<file path="src/rtl/sccb_pkg.sv">
// Shared state encoding and table constants for the SCCB camera init sequencer.
package sccb_pkg;

    typedef enum logic [2:0] {
        StIdle,
        StPwrup,
        StFetch,
        StIssue,
        StWait,
        StGap,
        StDone,
        StErr
    } state_e;

    localparam logic [15:0] END_MARK    = 16'hFFFF;
    localparam logic [7:0]  DELAY_REG   = 8'hFE;
    localparam int unsigned RETRY_LIMIT = 3;

    // Counter load for an N-clock wait; a zero-length wait still spends one clock.
    function automatic logic [31:0] wait_load(input logic [31:0] n);
        return (n == 32'd0) ? 32'd1 : n;
    endfunction

endpackage

</file>
<file path="src/rtl/sccb_init_seq.sv">
// Walks a register table after power-up and issues one SCCB write per entry.
// Define SCCB_INIT_RETRY_EN to re-issue a NACKed entry up to RETRY_LIMIT times.
module sccb_init_seq
    import sccb_pkg::*;
#(
    parameter logic [7:0]  DEV_ADDR     = 8'h42,
    parameter int unsigned NUM_ENTRIES  = 64,
    parameter int unsigned GAP_CYCLES   = 1000,
    parameter int unsigned PWRUP_CYCLES = 1000000
) (
    input  logic        clk,
    input  logic        DEVRST_N,
    input  logic        start,
    output logic [5:0]  tbl_idx,
    input  logic [15:0] tbl_data,
    output logic        sccb_req,
    output logic [7:0]  sccb_dev,
    output logic [7:0]  sccb_reg,
    output logic [7:0]  sccb_val,
    input  logic        sccb_ack,
    input  logic        sccb_nack,
    output logic        busy,
    output logic        done,
    output logic        error
);

    state_e      state_q, state_d;
    logic [31:0] cnt_q, cnt_d;
    logic        fetch2_q, fetch2_d;
    logic [5:0]  idx_q, idx_d;
    logic [7:0]  dev_q, dev_d;
    logic [7:0]  reg_q, reg_d;
    logic [7:0]  val_q, val_d;
    logic [1:0]  retry_q, retry_d;
    logic        nack_q, nack_d;
    logic        last_entry;

    assign last_entry = (32'(idx_q) == NUM_ENTRIES - 32'd1);

    always_ff @(posedge clk or negedge DEVRST_N) begin
        if (!DEVRST_N) begin
            state_q  <= StIdle;
            cnt_q    <= '0;
            fetch2_q <= 1'b0;
            idx_q    <= '0;
            dev_q    <= '0;
            reg_q    <= '0;
            val_q    <= '0;
            retry_q  <= '0;
            nack_q   <= 1'b0;
        end else begin
            state_q  <= state_d;
            cnt_q    <= cnt_d;
            fetch2_q <= fetch2_d;
            idx_q    <= idx_d;
            dev_q    <= dev_d;
            reg_q    <= reg_d;
            val_q    <= val_d;
            retry_q  <= retry_d;
            nack_q   <= nack_d;
        end
    end

    always_comb begin
        state_d  = state_q;
        cnt_d    = cnt_q;
        fetch2_d = fetch2_q;
        idx_d    = idx_q;
        dev_d    = dev_q;
        reg_d    = reg_q;
        val_d    = val_q;
        retry_d  = retry_q;
        nack_d   = nack_q;
        unique case (state_q)
            StIdle, StDone, StErr: begin
                if (start) begin
                    state_d  = StPwrup;
                    cnt_d    = wait_load(32'(PWRUP_CYCLES));
                    idx_d    = '0;
                    retry_d  = '0;
                    nack_d   = 1'b0;
                    fetch2_d = 1'b0;
                end
            end
            StPwrup: begin
                if (cnt_q > 32'd1) cnt_d = cnt_q - 32'd1;
                else               state_d = StFetch;
            end
            StFetch: begin
                // First cycle lets the synchronous table catch up with idx.
                fetch2_d = ~fetch2_q;
                if (fetch2_q) begin
                    if (tbl_data == END_MARK) begin
                        state_d = StDone;
                    end else if (tbl_data[15:8] == DELAY_REG) begin
                        state_d = StGap;
                        cnt_d   = wait_load({14'd0, tbl_data[7:0], 10'd0});
                        nack_d  = 1'b0;
                    end else begin
                        state_d = StIssue;
                        dev_d   = DEV_ADDR;
                        reg_d   = tbl_data[15:8];
                        val_d   = tbl_data[7:0];
                    end
                end
            end
            StIssue: begin
                if (sccb_ack || sccb_nack) begin
                    state_d = StWait;
                    nack_d  = sccb_nack;
                end
            end
            StWait: begin
                state_d = StGap;
                cnt_d   = wait_load(32'(GAP_CYCLES));
                if (nack_q) begin
`ifdef SCCB_INIT_RETRY_EN
                    if (32'(retry_q) < RETRY_LIMIT) retry_d = retry_q + 2'd1;
                    else                            state_d = StErr;
`else
                    state_d = StErr;
`endif
                end
            end
            StGap: begin
                if (cnt_q > 32'd1) begin
                    cnt_d = cnt_q - 32'd1;
                end else if (nack_q) begin
                    state_d = StFetch;  // retry: same index, fresh fetch
                end else if (last_entry) begin
                    state_d = StDone;
                end else begin
                    state_d = StFetch;
                    idx_d   = idx_q + 6'd1;
                    retry_d = '0;
                end
            end
            default: state_d = StIdle;
        endcase
    end

    always_comb begin
        sccb_req = 1'b0;
        busy     = 1'b0;
        done     = 1'b0;
        error    = 1'b0;
        unique case (state_q)
            StPwrup, StFetch, StWait, StGap: busy = 1'b1;
            StIssue: begin
                busy     = 1'b1;
                sccb_req = 1'b1;
            end
            StDone:  done  = 1'b1;
            StErr:   error = 1'b1;
            default: ;
        endcase
    end

    assign tbl_idx  = idx_q;
    assign sccb_dev = dev_q;
    assign sccb_reg = reg_q;
    assign sccb_val = val_q;

endmodule

</file>
<file path="config.mk">
export PLATFORM = sky130hd
export DESIGN_NAME = sccb_init_seq
export DESIGN_NICKNAME = d
export VERILOG_FILES = /design/src/rtl/sccb_pkg.sv /design/src/rtl/sccb_init_seq.sv
export SDC_FILE = /design/constraint.sdc
export NUM_CORES = 1
export LEC_CHECK = 0
export CORE_ASPECT_RATIO = 1.75
export CORE_MARGIN = 10
export CORE_UTILIZATION = 30
export DETAILED_ROUTE_END_ITERATION = 16
export GPL_TIMING_DRIVEN = 0
export PLACE_DENSITY = 0.47
export SETUP_SLACK_MARGIN = 0.3
export SLEW_MARGIN = 20
export SYNTH_ARGS = -nofsm -noshare
export SYNTH_HDL_FRONTEND = slang
export SYNTH_SLANG_ARGS = --single-unit
</file>
<file path="constraint.sdc">
create_clock -name clk -period 2.5 [get_ports clk]
set_input_delay 0.5 -clock clk [delete_from_list [all_inputs] [get_ports clk]]
set_output_delay 0.5 -clock clk [all_outputs]
set_load 0.1 [all_outputs]
</file>
==> flow_metrics.env, run 1 <==
export IMPL_ys_dominant_reg_cell="dfrtp_1"
export IMPL_synth_top_area_cell="dfrtp_1"
export IMPL_path_clk_slew_ns=0.05
export IMPL_pwr_share_comb=0.628
export IMPL_r2r_end="state_q[2]$_DFFE_PN0P_"
export IMPL_drc=0
export IMPL_crit_path_end_kind="flop"
export IMPL_worstReg2RegStart="cnt_q[14]$_DFFE_PN0P_"
export IMPL_reg2reg_slack_ns=0.19
export IMPL_drive_gt1_frac=0.337
export IMPL_antenna_left=0
export IMPL_finalMaxSlewViolations=0
export IMPL_ctsHtreeMaxLevel=3
export IMPL_yosysMostFrequentCell="dfrtp_1"
export IMPL_cp_startpoint="cnt_q[14]$_DFFE_PN0P_"
export IMPL_area_growth_pct=48.4
export IMPL_viasPerCell=5.42
export IMPL_io_pins=55
export IMPL_grt_first_pass_wirelength_um=19300
export IMPL_ys_top_cells_by_area="dfrtp_1, mux2_2, o21ai_0"
export IMPL_netlist_area_leader_share=0.440
export IMPL_final_nets=505
export IMPL_fin_util=0.454
export IMPL_worst_setup_path_start_kind="flop"
export IMPL_clkSinkCount=60
export IMPL_post_dp_cell_area_um2=4140
export IMPL_relSlewSlack=0.336
export IMPL_p_sw_frac=0.528
export IMPL_hold_class="input port to async pin"
export IMPL_tritoncts="built"
export IMPL_p_per_area_nw_per_um2=1440
export IMPL_design_core_area_um2=11200
export IMPL_ys_types=56
export IMPL_fin_area_um2=5070
export IMPL_worst_pin_slew_ns=1.00
export IMPL_cts_buffer_depth=2
export IMPL_crit_type="flop to flop"
export IMPL_worstPathRequired_ns=2.68
export IMPL_tns_ns=0
export IMPL_antenna_found_initial=1
export IMPL_pwr_share_seq=0.217
export IMPL_finalHoldViolCount=0
export IMPL_routed_via_count=3354
export IMPL_synth_cells_most_frequent="dfrtp_1, nor2_1, o21ai_0"
export IMPL_drv_cap=0
export IMPL_clock_latency_ns=0.33
export IMPL_cts_root_buf="clkbuf_16"
export IMPL_grt_pass1_vias=3603
export IMPL_setup_viol=0
export IMPL_gp_congestion=0.843
export IMPL_synthArstFlopShare=1.00
export IMPL_routedWlPerCell_um=19.3
export IMPL_fmax_mhz=434
export IMPL_crit_path_end="state_q[2]$_DFFE_PN0P_"
export IMPL_start_util=0.306
export IMPL_dieWidth_um=101
export IMPL_fin_crit_ns=2.31
export IMPL_largest_register_ffs=32
export IMPL_numPortBuffers=48
export IMPL_ir_drop_uv=741
export IMPL_grt_usage=0.151
export IMPL_synth_area_um2=3420
export IMPL_fin_cells=619
export IMPL_die_area_um2=16200
export IMPL_synth_seq_area_share=0.440
export IMPL_rows=51
export IMPL_critPathArrivalTime_ns=2.49
export IMPL_final_setup_worst_slack_ns=0.193
export IMPL_first_pass_iters=4
export IMPL_grt_overflow_total=0
export IMPL_synth_cells=384
export IMPL_netSwitchingPower_uw=3860
export IMPL_dp_cells=570
export IMPL_rsz0062_at_grt="true"
export IMPL_synth_seq_cells=60
export IMPL_place_ws_ns=-0.442
export IMPL_hpwl_um=8320
export IMPL_r2r_cells=9
export IMPL_worst_path_max_fanout=7
export IMPL_outcome="finished, final reports clean"
export IMPL_fin_skew_ns=0.00476
export IMPL_numCtsBuffers=9
export IMPL_die_h_um=161
export IMPL_synth_warnings=0
export IMPL_first_iter_violations=149
export IMPL_fin_crit_sh=0.923
export IMPL_p_leak_uw=0.00220
export IMPL_syn_avg_cell_area_um2=8.90
export IMPL_drt_wl_total_um=11900
export IMPL_hold_buffers=0
export IMPL_synth_edf_count=0
export IMPL_clock_power_share=0.155
export IMPL_internal_power_uw=3460
export IMPL_grt_max_degree=47
==> cells by family after synthesis <==
family                     after synthesis  share of synthesized area
and+or+nand+nor                        154                      0.227
AOI/OAI and AO/OA                      105                      0.191
DFF                                     60                      0.440
buffers and inverters                   36                     0.0527
muxes                                   19                     0.0619
xor gates and xnor gates                 6                     0.0154
adders and majority gates                3                     0.0110
other                                    1                    0.00110
==> how the worst min path moves through the flow <==
stage / startpoint / to / slack, ns / depth (start not counted)
finish: DEVRST_N / cnt_q[30]$_DFFE_PN0P_ / 0.02 / 1
global route: DEVRST_N / cnt_q[30]$_DFFE_PN0P_ / 0.03 / 1
CTS: DEVRST_N / cnt_q[29]$_DFFE_PN0P_ / 0.02 / 1
detailed placement: DEVRST_N / cnt_q[29]$_DFFE_PN0P_ / 0.38 / 1
global placement: sccb_dev[1]$_DFFE_PN0P_ / sccb_dev[1]$_DFFE_PN0P_ / 0.48 / 1
floorplan: DEVRST_N / cnt_q[0]$_DFFE_PN0P_ / 0.20 / 0
==> worst max-delay path, stage by stage, from the launching register on <==
cell and delay (ns):
dfrtp_2 0.42, nor4_4 0.38, nand4_1 0.19, buf_4 0.17
buf_6 0.10, buf_6 0.11, nor4_4 0.31, nor2_4 0.13
o31ai_4 0.22, o31ai_1 0.11
==> metal layers <==
metal,track usage,up-vias,routed length (um)
met4,0.0594,0,384
li1,-,1586,-
met2,0.283,81,6820
met5,0,-,0
met3,0.0406,21,481
met1,0.149,1666,4250
==> per-stage QoR <==
stage	total power (uW)	hold WS [ns]
finish	7320	0.0229
global route	7730	0.0263
CTS	7170	0.0171
detailed placement	5360	0.377
global placement	5340	0.479
floorplan	4310	0.204
==> repair_timing <==
action | in CTS | in global routing
buffers inserted | 23 | 5
pin swaps | 40 | 18
resized for setup | 139 | 44
gates cloned | 4 | 0
endpoints found under the setup margin | 78 | 54
==> final cells by class <==
class	instances	area [um2]
sequential	60	1510
buffer	24	178
timing repair buffer	80	744
fill	1106	6100
multi-input combinational	294	2150
inverter	12	45.0
tap	132	165
antenna	1	2.50
clock buffer	11	243
clock inverter	5	27.5
==> power groups by stage <==
stage / logic [uW] / registers [uW] / clock network [uW]
after floorplan: 1810 / 2500 / 0
after global placement: 3750 / 1590 / 0
after detailed placement: 3760 / 1600 / 0
after CTS: 4400 / 1590 / 1180
after global routing: 4870 / 1640 / 1210
final: 4600 / 1590 / 1140
==> placed cells by master (no fill, tap or decap), types with 5 or more instances in the layout <==
cell type and instances:
buf_6 11, nor2_1 38, a21oi_1 20, nand2b_1 5
inv_1 10, nor2_2 8, dfrtp_1 54, nand2_1 32
o21ai_2 12, nand3_1 5, nor4_1 8, dfrtp_2 6
or3_1 8, buf_4 33, o21ai_0 22, dlygate4sd2_1 31
a21oi_2 6, clkdlybuf4s50_1 7, conb_1 6, dlymetal6s2s_1 5
nand4_1 6, clkbuf_16 9, mux2_2 17, clkbuf_1 6
nor3_1 9, nor4_4 7
No activity file was read; power rests on OpenSTA's default activity.
==> run 2: changes to the inputs <==
--- a/config.mk
+++ b/config.mk
@@ -8,6 +8,7 @@
 export CORE_ASPECT_RATIO = 1.75
 export CORE_MARGIN = 10
 export CORE_UTILIZATION = 30
+export CTS_BUF_LIST = sky130_fd_sc_hd__clkbuf_16
 export DETAILED_ROUTE_END_ITERATION = 16
 export GPL_TIMING_DRIVEN = 0
 export PLACE_DENSITY = 0.47
==> constraint.sdc (replaced) <==
create_clock -name clk -period 2.3 [get_ports clk]
set_input_delay 0.46 -clock clk [delete_from_list [all_inputs] [get_ports clk]]
set_output_delay 0.46 -clock clk [all_outputs]
set_load 0.1 [all_outputs]
==> run 2 against run 1 <==
Sequential share of layout area shrank 0.76 points. First-iteration DRC count down 32%. Critical path depth unchanged. Critical endpoint is now cnt_q[9]$_DFFE_PN0P_.
==> flow_metrics.env, run 2 (synthesis results as in run 1) <==
export IMPL_outcome="finished, final reports clean"
export IMPL_p_leak_uw=0.00220
export IMPL_finalMaxSlewViolations=0
export IMPL_grt_max_degree=32
export IMPL_fin_skew_ns=0.00538
export IMPL_hold_buffers=0
export IMPL_crit_type="flop to flop"
export IMPL_critPathArrivalTime_ns=2.45
export IMPL_diodes=0
export IMPL_die_area_um2=16200
export IMPL_relSlewSlack=0.362
export IMPL_numCtsBuffers=9
export IMPL_area_growth_pct=53.0
export IMPL_max_stage_delay_ns=0.56
export IMPL_fin_area_um2=5230
export IMPL_drv_cap=0
export IMPL_hold_class="input port to async pin"
export IMPL_worstPathRequired_ns=2.52
export IMPL_largest_register_ffs=32
export IMPL_worst_path_max_fanout=10
export IMPL_rows=51
export IMPL_grt_overflow_total=0
export IMPL_ir_drop_uv=1190
export IMPL_ff_latch_area_um2=1520
export IMPL_layout_cells_most_common="dfrtp_1"
export IMPL_routed_via_count=3318
export IMPL_dieWidth_um=101
export IMPL_start_util=0.306
export IMPL_die_h_um=161
export IMPL_numPortBuffers=48
export IMPL_layout_common_cells="dfrtp_1, buf_4, nor2_1"
export IMPL_worst_pin_slew_ns=0.961
export IMPL_clock_latency_ns=0.33
export IMPL_viasPerCell=5.30
export IMPL_worst_setup_path_start_kind="flop"
export IMPL_antenna_left=0
export IMPL_cts_root_buf="clkbuf_16"
export IMPL_nFillCells=1074
export IMPL_multi_input_area_um2=2120
export IMPL_io_pins=55
export IMPL_path_clk_slew_ns=0.06
export IMPL_hpwl_um=8420
export IMPL_rsz0062_at_grt="true"
export IMPL_crit_chain="inv_2 -> ha_4 -> o21ba_2 -> nand2_1 -> or4_4 -> buf_8 -> o21a_4 -> o21a_1 -> o22a_1"
export IMPL_grt_usage=0.150
export IMPL_cts_buffer_depth=2
export IMPL_first_iter_violations=102
export IMPL_fmax_mhz=448
export IMPL_drc=0
export IMPL_drt_wl_total_um=11900
export IMPL_whs_ns=0.0652
export IMPL_final_nets=513
export IMPL_drive_gt1_frac=0.399
export IMPL_fin_crit_ns=2.23
export IMPL_grt_first_pass_wirelength_um=19200
export IMPL_fin_crit_sh=0.971
export IMPL_ctsHtreeMaxLevel=3
export IMPL_routedWlPerCell_um=19.0
export IMPL_setup_viol=0
export IMPL_slowest_stage="or4_4"
export IMPL_gp_congestion=0.835
export IMPL_p_per_area_nw_per_um2=1610
export IMPL_post_dp_cell_area_um2=4240
export IMPL_crit_path_end_kind="flop"
export IMPL_tritoncts="built"
export IMPL_finalHoldViolCount=0
export IMPL_first_pass_iters=4
export IMPL_antenna_found_initial=0
export IMPL_design_core_area_um2=11200
export IMPL_grt_pass1_vias=3596
export IMPL_clkSinkCount=60
-- run 2: changes by cell type in the layout (fill, tap and decap cells not counted), sizes merged --
| cell | previous run | this run |
|---|---|---|
| buf | 51 | 59 |
| clkinv | 4 | 2 |
| clkbuf | 21 | 31 |
| diode | 1 | 0 |
| clkdlybuf4s50 | 7 | 6 |
| dlygate4sd2 | 31 | 8 |
| o21ai | 41 | 40 |
| clkinvlp | 1 | 3 |
| bufinv | 0 | 3 |
| clkdlybuf4s15 | 0 | 13 |
| inv | 12 | 11 |
-- run 2: where the power goes --
part           internal, uW  switching (uW)
registers              1410             365
logic                  1730            3360
clock network          1050             510
-- run 2: worst paths after layout --
path / end / startpoint / cells after the start / slack, ns
setup / recovery: cnt_q[9]$_DFFE_PN0P_ / cnt_q[1]$_DFFE_PN0P_ / 9 / 0.07
hold / removal: cnt_q[23]$_DFFE_PN0P_ / DEVRST_N / 1 / 0.07
setup reg to reg: cnt_q[9]$_DFFE_PN0P_ / cnt_q[1]$_DFFE_PN0P_ / 9 / 0.07
hold reg to reg: sccb_dev[1]$_DFFE_PN0P_ / sccb_dev[1]$_DFFE_PN0P_ / 1 / 0.50
max in group asynchronous: cnt_q[0]$_DFFE_PN0P_ / DEVRST_N / 2 / 1.70
min in group clk: sccb_reg[1]$_DFFE_PN0P_ / tbl_data[9] / 2 / 0.40
-- run 2: through the flow --
| step | setup slack [ns] | setup TNS [ns] | util | total power [uW] | std cells |
|---|---|---|---|---|---|
| floorplan | 0.123 | 0 | - | 4860 | 389 |
| global placement | -1.75 | -111.44 | 0.378 | 5990 | 569 |
| detailed placement | -0.574 | -20.81 | 0.379 | 6000 | 570 |
| CTS | -0.0347 | -0.145 | 0.446 | 8130 | 612 |
| global route | -0.00303 | -0.00318 | 0.468 | 8920 | 626 |
| finish | 0.0661 | 0 | 0.468 | 8430 | 626 |
-- run 2: timing repair --
action / in CTS / in global routing
buffers inserted: 26 / 13
pin swaps: 19 / 24
resized for setup: 148 / 62
setup endpoints to repair: 87 / 63
gates cloned: 0 / 1
-- run 2: final cells by class --
class                      instances  area share
buffer                            24      0.0393
clock buffer                       9      0.0431
clock inverter                     7      0.0220
inverter                          12     0.00982
multi-input combinational        293       0.406
sequential                        60       0.290
tap                              132      0.0316
timing repair buffer              89       0.158
-- run 2: critical path: cells and delay by family (launching register included) --
family                     cells  cell delay (ns)
AOI/OAI and AO/OA              4             0.62
buffers and inverters          2             0.30
adders and majority gates      1             0.17
and+or+nand+nor                2             0.61
DFF                            1             0.41
-- run 2: per-layer routing --
metal	global-route usage	wire [um]
met3	0.0350	452
met1	0.156	4450
met5	0	0
met2	0.273	6630
met4	0.0665	333
